--- config.mk ---
export PLATFORM = sky130hd
export DESIGN_NAME = branch_history_table
export DESIGN_NICKNAME = d
export VERILOG_FILES = /design/src/rtl/bht_pkg.sv /design/src/rtl/bht_sat_counter.sv /design/src/rtl/branch_history_table.sv
export SDC_FILE = /design/constraint.sdc
export NUM_CORES = 1
export LEC_CHECK = 0
export BUFFER_PORTS_ARGS = -buffer_cell sky130_fd_sc_hd__buf_2
export CORE_MARGIN = 8
export CORE_UTILIZATION = 50
export CTS_BUF_LIST = sky130_fd_sc_hd__clkbuf_8
export DETAILED_ROUTE_END_ITERATION = 6
export GPL_ROUTABILITY_DRIVEN = 0
export PLACE_DENSITY = 0.67
export REMOVE_ABC_BUFFERS = 1
export SYNTH_ARGS = -nofsm -noshare
export SYNTH_HDL_FRONTEND = slang
export SYNTH_SLANG_ARGS = --single-unit
--- constraint.sdc ---
create_clock -name CPU_CLK -period 8.2 [get_ports CPU_CLK]
set_clock_uncertainty 0.05 [all_clocks]
set_input_delay 0.82 -clock CPU_CLK [delete_from_list [all_inputs] [get_ports CPU_CLK]]
set_output_delay 0.82 -clock CPU_CLK [all_outputs]
set_load 0.02 [all_outputs]
--- src/rtl/bht_pkg.sv ---
`default_nettype none
// ============================================================================
// Module      : bht_pkg
// Description : Shared types and constants for the branch history table.
// Revision    : 1.0 - initial release
// ============================================================================
package bht_pkg;

  localparam int c_INDEX_BITS_DEF = 6;
  localparam int c_TAG_BITS_DEF   = 8;
  // Widest tag any legal parameter set can need (32-bit PC minus byte offset).
  localparam int c_TAG_MAX        = 30;

  typedef logic [1:0] ctr_t;

  localparam ctr_t c_SNT = 2'b00;
  localparam ctr_t c_WNT = 2'b01;
  localparam ctr_t c_WT  = 2'b10;
  localparam ctr_t c_ST  = 2'b11;

  typedef struct packed {
    logic                 valid;
    logic [c_TAG_MAX-1:0] tag;
    ctr_t                 ctr;
  } entry_t;

endpackage
`default_nettype wire

--- src/rtl/bht_sat_counter.sv ---
`default_nettype none
// ============================================================================
// Module      : bht_sat_counter
// Description : Next-state logic of a 2-bit saturating branch counter.
// Revision    : 1.0 - initial release
// ============================================================================
module bht_sat_counter
  import bht_pkg::*;
(
  input  ctr_t curCtr,
  input  logic taken,
  output ctr_t nextCtr
);

  always_comb begin
    nextCtr = curCtr;
    if (taken && (curCtr != c_ST)) begin
      nextCtr = curCtr + 2'd1;
    end else if (!taken && (curCtr != c_SNT)) begin
      nextCtr = curCtr - 2'd1;
    end
  end

endmodule
`default_nettype wire

--- src/rtl/branch_history_table.sv ---
`default_nettype none
// ============================================================================
// Module      : branch_history_table
// Description : Tagged 2-bit-counter branch predictor with F->D->E carry of
//               prediction/index/tag. Optional BHT_STATS_EN adds counters.
// Revision    : 1.0 - initial release
// ============================================================================
module branch_history_table
  import bht_pkg::*;
#(
  parameter int INDEX_BITS = c_INDEX_BITS_DEF,
  parameter int TAG_BITS   = c_TAG_BITS_DEF
) (
  input  logic        CPU_CLK,
  input  logic        CPU_RST_N,
  input  logic [31:0] PCF,
  input  logic        StallD,
  input  logic        FlushD,
  input  logic        StallE,
  input  logic        FlushE,
  input  logic        IsBranchE,
  input  logic        BranchE,
  output logic        PredTakenF,
`ifdef BHT_STATS_EN
  output logic [31:0] BrCount,
  output logic [31:0] MissCount,
`endif
  output logic        isBhtTakenE
);

  localparam int c_DEPTH = 1 << INDEX_BITS;

  typedef logic [INDEX_BITS-1:0] idx_t;
  typedef logic [c_TAG_MAX-1:0]  tag_t;

  entry_t r_table [c_DEPTH];

  idx_t   w_idxF;
  tag_t   w_tagF;
  logic   w_predF;
  logic   w_unusedPc;

  logic   r_predD;
  idx_t   r_idxD;
  tag_t   r_tagD;
  logic   r_predE;
  idx_t   r_idxE;
  tag_t   r_tagE;

  entry_t w_updEntry;
  logic   w_updEn;
  logic   w_updHit;
  ctr_t   w_nextCtr;

  assign w_idxF     = PCF[INDEX_BITS+1:2];
  assign w_tagF     = tag_t'(PCF[INDEX_BITS+TAG_BITS+1:INDEX_BITS+2]);
  assign w_unusedPc = ^PCF;

  // Lookup reads the registered table, so a same-cycle update is not bypassed.
  assign w_predF = r_table[w_idxF].valid
                && (r_table[w_idxF].tag == w_tagF)
                && r_table[w_idxF].ctr[1];

  assign PredTakenF  = w_predF;
  assign isBhtTakenE = r_predE;

  always_ff @(posedge CPU_CLK or negedge CPU_RST_N) begin
    if (!CPU_RST_N) begin
      r_predD <= 1'b0;
      r_idxD  <= '0;
      r_tagD  <= '0;
      r_predE <= 1'b0;
      r_idxE  <= '0;
      r_tagE  <= '0;
    end else begin
      if (FlushD) begin
        r_predD <= 1'b0;
        r_idxD  <= '0;
        r_tagD  <= '0;
      end else if (!StallD) begin
        r_predD <= w_predF;
        r_idxD  <= w_idxF;
        r_tagD  <= w_tagF;
      end
      if (FlushE) begin
        r_predE <= 1'b0;
        r_idxE  <= '0;
        r_tagE  <= '0;
      end else if (!StallE) begin
        r_predE <= r_predD;
        r_idxE  <= r_idxD;
        r_tagE  <= r_tagD;
      end
    end
  end

  // Update uses the index/tag captured at fetch time, not the current PCF.
  assign w_updEntry = r_table[r_idxE];
  assign w_updEn    = IsBranchE && !StallE;
  assign w_updHit   = w_updEntry.valid && (w_updEntry.tag == r_tagE);

  bht_sat_counter u_satCtr (
    .curCtr  (w_updEntry.ctr),
    .taken   (BranchE),
    .nextCtr (w_nextCtr)
  );

  always_ff @(posedge CPU_CLK or negedge CPU_RST_N) begin
    if (!CPU_RST_N) begin
      for (int i = 0; i < c_DEPTH; i++) begin
        r_table[i] <= '0;
      end
    end else if (w_updEn) begin
      if (w_updHit) begin
        r_table[r_idxE].ctr <= w_nextCtr;
      end else if (BranchE) begin
        r_table[r_idxE] <= '{valid: 1'b1, tag: r_tagE, ctr: c_WT};
      end
    end
  end

`ifdef BHT_STATS_EN
  logic [31:0] r_brCount;
  logic [31:0] r_missCount;

  always_ff @(posedge CPU_CLK or negedge CPU_RST_N) begin
    if (!CPU_RST_N) begin
      r_brCount   <= '0;
      r_missCount <= '0;
    end else if (w_updEn) begin
      r_brCount <= r_brCount + 32'd1;
      if (BranchE != r_predE) begin
        r_missCount <= r_missCount + 32'd1;
      end
    end
  end

  assign BrCount   = r_brCount;
  assign MissCount = r_missCount;
`endif

endmodule
`default_nettype wire

== After elaboration in Yosys (flattened, before gate mapping) ==
Index checks and enable logic that the tools add are counted.

* Register bits: 2186
* Input bits: 40
* Logic and storage cells: 250

* Add/subtract/negate cells: 2
* Order comparisons: 3
* Equality and inequality tests: 5
* Mux-type cells: 28
* Bitwise operators: 2
* Reduce and logical (&&, ||, !) cells: 12

{| class="wikitable"
|+ Operator list
! cell !! number
|-
| $bwmux 2112 || 2
|-
| $mux 2112 || 2
|-
| $bmux 33 s6 || 2
|-
| $demux 33 s6 || 2
|-
| $mux 33 || 5
|-
| $mux 30 || 4
|-
| $eq 30x30->1 || 1
|-
| $eq 30x8->1 || 1
|-
| $mux 6 || 4
|-
| $ge 7x7->1 const B || 2
|-
| $not 6->7 || 2
|-
| $logic_and 1x1->1 || 7
|-
| $lt 7x1->1 const B || 1
|-
| $mux 2 || 3
|-
| $mux 1 || 4
|-
| $ne 2x1->1 const B || 2
|-
| $reduce_bool 2->1 || 2
|-
| $add 2x1->2 const B || 1
|-
| $logic_not 1->1 || 2
|-
| $ne 2x2->1 const B || 1
|-
| $reduce_and 2->1 || 1
|-
| $sub 2x1->2 const B || 1
|}

== Longest topological paths before layout ==
Gate-level depths: netlist of the first run.

* Depth in word-level cells: 10
* Depth in mapped cells: 20
* Gate-level depth less buffers: 12

== By module ==
From an unflattened synthesis of the first run, not the netlist that was laid out.

* Cells, all modules: 3228
* Area, all modules: 42119.1 µm²

{| class="wikitable"
|+ By module, submodules not included
! module !! instances !! cells each !! area an instance (µm²) !! seq. area each (µm²)
|-
| branch_history_table || 1 || 3221 || 42059.1 || 18367.6
|-
| bht_sat_counter || 1 || 7 || 60.1 || 0.0
|}

== Least setup slack after synthesis of the first run ==
Ideal clock, no wire load.

* Path type: input to output
* Start: input PCF[2]
* End: output PredTakenF
* Data arrival time: 3.949 ns
* Data required time: 7.330 ns
* Setup slack: 3.381 ns
* Cell stages on the path: 11
* Buffers on the path: 3
* Cells stage by stage: buf_2 clkbuf_1 buf_1 mux4_2 mux4_2 a22oi_1 nand2_1 xor2_1 nor4_1 nand3_1 nor2_1

* Word-level cells in the longest chain between the ends: 7

{| class="wikitable"
|+ RTL lines
! item !! line !! text
|-
| from (decl) || branch_history_table.sv:16 || <nowiki>input logic [31:0] PCF,</nowiki>
|-
| $not 6->7 (implied by the code) * || branch_history_table.sv:60, branch_history_table.sv:61, branch_history_table.sv:62 ||
|-
| $bmux 33 s6 * || branch_history_table.sv:60, branch_history_table.sv:61, branch_history_table.sv:62 ||
|-
| $mux 33 (implied by the code) * (2 in series) || branch_history_table.sv:62 || <nowiki>&& r_table[w_idxF].ctr[1];</nowiki>
|-
| $eq 30x8->1 || branch_history_table.sv:61 || <nowiki>&& (r_table[w_idxF].tag == w_tagF)</nowiki>
|-
| $logic_and 1x1->1 || branch_history_table.sv:61 ||
|-
| $logic_and 1x1->1 * || branch_history_table.sv:62 ||
|-
| to (decl) || branch_history_table.sv:23 || <nowiki>output logic PredTakenF,</nowiki>
|}

Every way passes the cells marked *; elsewhere a longest branch is shown, timed or not. The select of a mux whose other input is x is not followed.

== Worst setup path after layout of the first run ==
* Start: register r_idxE[5]
* End: register r_table[1917] in the netlist's numbering

* Word-level cells in the longest chain between the ends: 8
* Elaborated cells between the ends (all ways): 18
* Those cells by class: 2 x order compare; 1 x eq/ne; 10 x mux; 1 x bitwise; 4 x reduce/logical

{| class="wikitable"
|+ RTL lines
! item !! line !! text
|-
| from (decl) || branch_history_table.sv:47 || <nowiki>idx_t r_idxE;</nowiki>
|-
| from (signal assigned) || branch_history_table.sv:91 || <nowiki>r_idxE <= r_idxD;</nowiki>
|-
| $not 6->7 (implied by the code) * || branch_history_table.sv:98, branch_history_table.sv:115, branch_history_table.sv:117 ||
|-
| $bmux 33 s6, or another cell as far along || branch_history_table.sv:98 || <nowiki>assign w_updEntry = r_table[r_idxE];</nowiki>
|-
| $mux 33 (implied by the code) / $logic_and 1x1->1 (equally long branches) || branch_history_table.sv:98, branch_history_table.sv:117 ||
|-
| $mux 33 (on tied branches) || branch_history_table.sv:98, branch_history_table.sv:117 ||
|-
| $eq 30x30->1 / $demux 33 s6 (equally long branches) || branch_history_table.sv:100, branch_history_table.sv:117 ||
|-
| $logic_and 1x1->1 / $bwmux 2112 (equally long branches) || branch_history_table.sv:100, branch_history_table.sv:117 ||
|-
| $reduce_bool 2->1 (no line) / $mux 2112 (equally long branches) || - ||
|-
| $reduce_and 2->1 (no line) / $mux 2112 (equally long branches) || - ||
|-
| to (signal, indexed assignment) || branch_history_table.sv:117 || <nowiki>r_table[r_idxE] <= '{valid: 1'b1, tag: r_tagE, ctr: c_WT};</nowiki>
|-
| to (decl) || branch_history_table.sv:36 || <nowiki>entry_t r_table [c_DEPTH];</nowiki>
|}

Marks and branches as above.
A chain may end at the register's enable or synchronous reset.

==> flow_summary_export.csv, run 1 <==
group,metric,value,unit
timing,tightest_slew,1282,ps
cells_and_area,final_cells,3908,
timing,tns,0,ps
timing,hold_viol,0,
cells_and_area,final_core_util,54.99,%
yosys,synthTopCellsByCount,"734 x dfrtp_1, 669 x mux2_2, 263 x mux4_2",
placement,postPlaceCellArea,0.04094,sq mm
floorplan,rows,103,
critical_path,ff2ff_path_depth,9,
critical_path,crit_chain,"or3_1 -> o22ai_1 -> nor4_1 -> xor2_1 -> and3_1 -> and4_4 -> buf_4 -> nor4_4 -> mux2_2",
cells_and_area,area_delta_synth_final,8.802,%
cells_and_area,regArea,0.01839,sq mm
critical_path,crit_path_start_kind,"register",
yosys,netlist_instances,2794,
drt,drc,0,
timing,setup_viol,0,
cts,tritoncts,"yes",
yosys,synthDominantCellAreaShare,46.00,%
yosys,netlist_top_cells_area,"dfrtp_1 46%, mux2_2 19%, mux4_2 15%, mux2i_1 3.4%, nor4_4 1.6%",
yosys,ys_ff_latch,734,
drt,routed_via_density,6.941,
placement,dpl.hpwl,83.56,mm
cells_and_area,final_net_count,2812,
drt,final_antenna_net_count,0,
drt,avgRoutedWirePerCell,33.43,um
cells_and_area,multiInputGateArea,0.02036,sq mm
timing,fin_crit_sh,74.37,%
drt,dr.pass1.iters,7,
yosys,yosysWarnings,0,
global_route,grt_max_degree,189,
timing,period_needed,6098,ps
floorplan,die_height,298.6,um
global_route,grt_pass1_wl,194.9,mm
placement,port_buffers,23,
floorplan,floorplan.initialDensity,50.54,%
critical_path,cp.arrival,6710,ps
drt,m1WireLength,50.96,mm
global_route,globalRoute.totalOverflow,0,
timing,maxSlewHeadroom,14.14,%
critical_path,slowest_stage,"dfrtp_1",
yosys,synth_area_leader_cell,"dfrtp_1",
global_route,grtUsageTotal,29.13,%
placement,numPlacedInstances,3688,
drt,top_layer_used,"met5",
pwr,ir_drop,0.0001252,V
critical_path,criticalPathCategory,"reg -> reg",
cts,ctsHoldBuffers,0,
floorplan,coreArea,0.07900,sq mm
yosys,synth.most_common_cell,"dfrtp_1",
cells_and_area,fin_area,0.04344,sq mm
yosys,async_flop_share,100.0,%
yosys,synth_area,0.03993,sq mm
yosys,synth.distinct_cells,76,
cts,clkSinkCount,734,
timing,max_clock_freq,0.1640,GHz
global_route,antenna_found_initial,7,
floorplan,die_area,0.08916,sq mm
drt,wl_met3,11.74,mm
floorplan,fp.dieW,298.6,um
pwr,p_leak,19.46,nW
critical_path,cp-endpoint,"r_table[1917]$_DFFE_PN0P_",
drt,route.met2.wl,59.45,mm
cells_and_area,drive_gt1_share,48.19,%
yosys,synth_edf_count,0,
critical_path,cp-startpoint,"r_idxE[5]$_DFFE_PN0P_",
drt,vias,27120,
critical_path,timing.rr.end,"r_table[1917]$_DFFE_PN0P_",
yosys,syn_area_per_cell,14.29,sq um
run_status,outcome,"finished, final reports clean",
run,maxCapViolations,0,
cts,postCtsSetupBuffers,0,
placement,place_ws,2156,ps
worst_hold_path,min_path_type,"in -> async",
drt,drt_iter0_drc,2794,
critical_path,cp_max_fo,46,
pwr,p_per_area,182.4,mW/mm^2
global_route,grt_pass1_vias,28500,
cts,clockBufferDepth,3,
cells_and_area,fillers,6350,
timing,hold_slack,54.97,ps
drt,routed_wl,130.6,mm
critical_path,regToRegSetupSlack,2100,ps
pwr,finalPower,7.926,mW
yosys,seq_area_frac_synth,46.00,%
critical_path,r2r-start,"r_idxE[5]$_DFFE_PN0P_",
critical_path,slowest_delay,1040,ps
critical_path,worstPathRequired,8810,ps
timing,drv_slew,0,
cts,post_cts_resized,0,
timing,rsz0062_at_grt,"no",
cts,path_clk_slew,60,ps
critical_path,crit_path_end_kind,"register",
floorplan,ios,42,
timing,fin_ws,2102,ps
cts,numCtsBuffers,130,
cts,worstSkewPairLatency,810,ps
cts,root_buffer,"clkbuf_8",
yosys,yosys_most_used_dff,"dfrtp_1",
cts,htreeDepth,4,
==> cells in the final DEF (no fill, tap or decap), types with 7 or more instances in the layout <==
cell type  synthesis  layout
dfrtp_1          734     723
mux2_2           669     669
mux4_2           263     263
clkbuf_8           0     158
mux2i_1          136     136
nand2_1           83      82
buf_4             19      76
a22oi_1           57      57
nand3_1           55      55
nor2_1            52      51
inv_1              7      43
o21ai_0           39      39
nand2b_1          37      36
o2111ai_1         36      36
or2_2             35      35
nor4_4            30      30
a21oi_1           29      29
a221oi_1          24      24
o22ai_1           24      24
nand4_2           24      24
a2111oi_2         19      19
buf_2             63      19
o211ai_1          12      12
o221ai_1          11      11
and3_1             9       9
xor2_1             9       9
a221o_1            8       8
dfrtp_2            0       8
nor3b_2            3       7
nor2b_1            8       7
inv_6              0       7
buf_12             0       7
==> flip-flops by register name, summed over array words and instances (netlist names) <==
name / cells
r_table: 704
r_tagD: 8
r_tagE: 8
r_idxD: 6
r_idxE: 6
isBhtTakenE: 1
r_predD: 1
==> per-layer routing <==
metal	vias up	global-route usage, %
li1	10850	-
met1	14380	37.88
met2	1464	44.13
met3	432	7.389
met4	4	17.20
met5	-	0
==> final cells by class <==
class | count | area share (%)
diodes | 5 | 0.02880
clock buffers | 158 | 5.006
clock inverters | 57 | 0.7229
inverters | 8 | 0.06912
multi-input cells | 1791 | 46.87
flip-flops and latches | 734 | 42.33
well taps | 1050 | 3.024
repair buffers | 105 | 1.950
==> logic make-up (layout without fill, tap and decap cells) <==
group | after synthesis | after routing | synth area share, %
simple gates | 405 | 405 | 7.170
mux | 1068 | 1068 | 37.11
xor+xnor | 10 | 10 | 0.2194
buf+inv | 269 | 328 | 3.121
fa+ha+maj | 2 | 2 | 0.06266
other cells | 0 | 5 | 0
flops | 734 | 734 | 46.00
compound gates | 306 | 306 | 6.314
==> how the worst min path moves through the flow <==
| stage | from | to | slack (ps) | depth (start not counted) |
|---|---|---|---|---|
| floorplan | r_table[98]$_DFFE_PN0P_ | r_table[98]$_DFFE_PN0P_ | 390 | 2 |
| global placement | r_table[98]$_DFFE_PN0P_ | r_table[98]$_DFFE_PN0P_ | 420 | 2 |
| detailed placement | r_table[98]$_DFFE_PN0P_ | r_table[98]$_DFFE_PN0P_ | 420 | 2 |
| CTS | CPU_RST_N | r_table[859]$_DFFE_PN0P_ | 80 | 1 |
| global route | CPU_RST_N | r_table[1551]$_DFFE_PN0P_ | 120 | 1 |
| finish | CPU_RST_N | r_table[1551]$_DFFE_PN0P_ | 50 | 1 |
==> power breakdown <==
| part | leakage, nW | switching (mW) | internal [mW] |
|---|---|---|---|
| Combinational | 7.86 | 0.635 | 0.232 |
| Clock | 1.42 | 1.58 | 1.74 |
| Sequential | 10.2 | 0.0538 | 3.68 |
==> critical path: cells and delay by family (launching register included) <==
kind            cells  cell delay, ps
mux                 1             430
flops               1            1040
compound gates      1             610
simple gates        5            3180
xor+xnor            1             160
buf+inv             1             440
No activity file was read; power rests on OpenSTA's default activity.
==> run 2: changes to the inputs <==
==> constraint.sdc (replaced) <==
create_clock -name CPU_CLK -period 6.06 [get_ports CPU_CLK]
set_clock_uncertainty 0.05 [all_clocks]
set_input_delay 0.606 -clock CPU_CLK [delete_from_list [all_inputs] [get_ports CPU_CLK]]
set_output_delay 0.606 -clock CPU_CLK [all_outputs]
set_load 0.02 [all_outputs]
==> run 2 against run 1 <==
Compared with the run above:
- count of clock-buffer cells in the layout up 4
- register-to-register slack worse by 1400 ps
- critical path depth up 3
- combinational power up 43%
- final area up 1.4%
- utilization up 0.79 points
- power up 36%
- worst hold slack better by 10 ps
==> flow_summary_export.csv, run 2 (synthesis gave the netlist of run 1 again) <==
group,metric,value,unit
cells_and_area,multiInputGateArea,0.02036,sq mm
critical_path,crit_path_end_kind,"register",
placement,postPlaceCellArea,0.04158,sq mm
cts,root_buffer,"clkbuf_8",
timing,period_needed,5334,ps
critical_path,worstPathRequired,6650,ps
drt,drc,0,
critical_path,ff2ff_path_depth,12,
drt,avgRoutedWirePerCell,33.18,um
worst_hold_path,min_path_type,"in -> reg",
cts,htreeDepth,4,
cts,post_cts_resized,0,
cells_and_area,largest-register,"r_table",
cells_and_area,layout_commonest_cell,"dfrtp_1",
critical_path,criticalPathCategory,"reg -> reg",
cells_and_area,fin_area,0.04407,sq mm
cells_and_area,drive_gt1_share,49.25,%
timing,setup_viol,0,
floorplan,rows,103,
timing,hold_viol,0,
floorplan,floorplan.initialDensity,50.54,%
critical_path,crit_path_start_kind,"register",
timing,tns,0,ps
run,maxCapViolations,0,
global_route,grt_max_degree,172,
global_route,grt.met1_usage,38.60,%
cts,tritoncts,"yes",
worst_hold_path,whs_endpoint,"r_tagD[0]$_DFFE_PN0P_",
cts,clkSinkCount,734,
critical_path,timing.rr.end,"r_table[2047]$_DFFE_PN0P_",
timing,fin_crit_sh,88.02,%
timing,drv_slew,0,
worst_hold_path,hold_path.startpoint,"PCF[8]",
cts,ctsHoldBuffers,1,
cells_and_area,final_net_count,2884,
cts,clockBufferDepth,3,
critical_path,regToRegSetupSlack,730,ps
placement,port_buffers,23,
critical_path,cp.arrival,5920,ps
drt,dr.pass1.iters,5,
critical_path,cp_max_fo,30,
timing,hold_slack,65.45,ps
drt,drt_iter0_drc,3269,
global_route,grt_pass1_wl,196.3,mm
pwr,ir_drop,0.0001878,V
cells_and_area,regArea,0.01839,sq mm
global_route,gr-usage-met2,44.12,%
cts,numCtsBuffers,132,
floorplan,ios,42,
cts,postCtsSetupBuffers,0,
floorplan,fp.dieW,298.6,um
run_status,outcome,"finished, final reports clean",
worst_hold_path,holdPathStages,3,
global_route,grt_pass1_vias,28500,
cts,worstSkewPairLatency,800,ps
floorplan,die_area,0.08916,sq mm
cells_and_area,reg.largest.list,"r_table: 704 flops, r_tagD: 8 flops, r_tagE: 8 flops",
global_route,grt.met3_usage,7.634,%
global_route,grt.busiest_layer,"met2",
drt,routed_wl,131.9,mm
timing,max_clock_freq,0.1875,GHz
timing,tightest_slew,1130,ps
floorplan,die_height,298.6,um
drt,final_antenna_net_count,0,
global_route,antenna_found_initial,3,
cells_and_area,area_delta_synth_final,10.37,%
pwr,p_per_area,244.7,mW/mm^2
pwr,p_leak,19.87,nW
cells_and_area,fillers,6251,
drt,vias,27680,
floorplan,coreArea,0.07900,sq mm
cells_and_area,largest_register_ffs,704,
global_route,grtUsageTotal,29.35,%
cts,path_clk_slew,60,ps
cells_and_area,final_cell_mix,"723 x dfrtp_1, 669 x mux2_2, 263 x mux4_2, 162 x clkbuf_8, 136 x mux2i_1",
drt,routed_via_density,6.965,
critical_path,r2r-start,"r_idxE[0]$_DFFE_PN0P_",
placement,dpl.hpwl,86.51,mm
global_route,globalRoute.totalOverflow,0,
timing,rsz0062_at_grt,"no",
timing,maxSlewHeadroom,24.69,%
==> run 2: cell types whose count changed in the layout (fill, tap and decap cells not counted), sizes merged <==
cell,change
buf,+69
clkbuf,+4
clkinv,-9
diode,-3
dlygate4sd3,+1
inv,+4
==> run 2: worst max-delay path by stage <==
stage                               start                         to  cells after the start
global placement    r_idxE[0]$_DFFE_PN0P_  r_table[1320]$_DFFE_PN0P_                     12
CTS                 r_idxE[2]$_DFFE_PN0P_  r_table[2047]$_DFFE_PN0P_                     11
finish              r_idxE[0]$_DFFE_PN0P_  r_table[2047]$_DFFE_PN0P_                     12
global route        r_idxE[2]$_DFFE_PN0P_  r_table[2047]$_DFFE_PN0P_                     12
floorplan           r_idxE[0]$_DFFE_PN0P_  r_table[1023]$_DFFE_PN0P_                      9
detailed placement  r_idxE[2]$_DFFE_PN0P_  r_table[1320]$_DFFE_PN0P_                     11
==> run 2: final cells by class <==
type / count / share of cell area, %
diodes: 2 / 0.01136
clock buffers: 162 / 5.059
clock inverters: 52 / 0.5451
inverters: 8 / 0.06814
multi-input cells: 1791 / 46.20
flip-flops and latches: 734 / 41.73
well taps: 1050 / 2.981
repair buffers: 175 / 3.404
==> run 2: critical path, cell delays in order (launching register included) <==
cell       delay [ps]
dfrtp_4           860
and2_1            840
buf_4             310
a22oi_1            90
nand3_1           210
nand4_1           240
or4_1             550
a221oi_2          350
nand4_1           210
buf_12            240
buf_4             250
a2111oi_2         540
mux2_2            390
==> run 2: power breakdown <==
group | internal [mW] | switching (mW) | total [mW]
Sequential | 4.98 | 0.0769 | 5.05
Combinational | 0.372 | 0.867 | 1.24
Clock | 2.39 | 2.10 | 4.49
==> run 2: metrics by stage <==
step | setup WS [ps] | instances | utilization [%] | total power, mW
4_1_cts | 876.7 | 3972 | 55.78 | 10.81
5_1_grt | 609.3 | 3973 | 55.78 | 11.14
6_report | 725.7 | 3974 | 55.78 | 10.79
3_3_place_gp | 962.8 | 3757 | 52.64 | 6.325
3_5_place_dp | 914.1 | 3757 | 52.64 | 6.351
2_1_floorplan | -7130 | 2533 | - | 5.731
==> run 2: metal layers <==
metal	vias up	part of all wire (%)	wire (um)
met3	431	9.4	12450
met5	-	0.0083	11
met2	1619	45	59400
met1	14620	39	51740
met4	2	6.3	8254
li1	11000	-	-
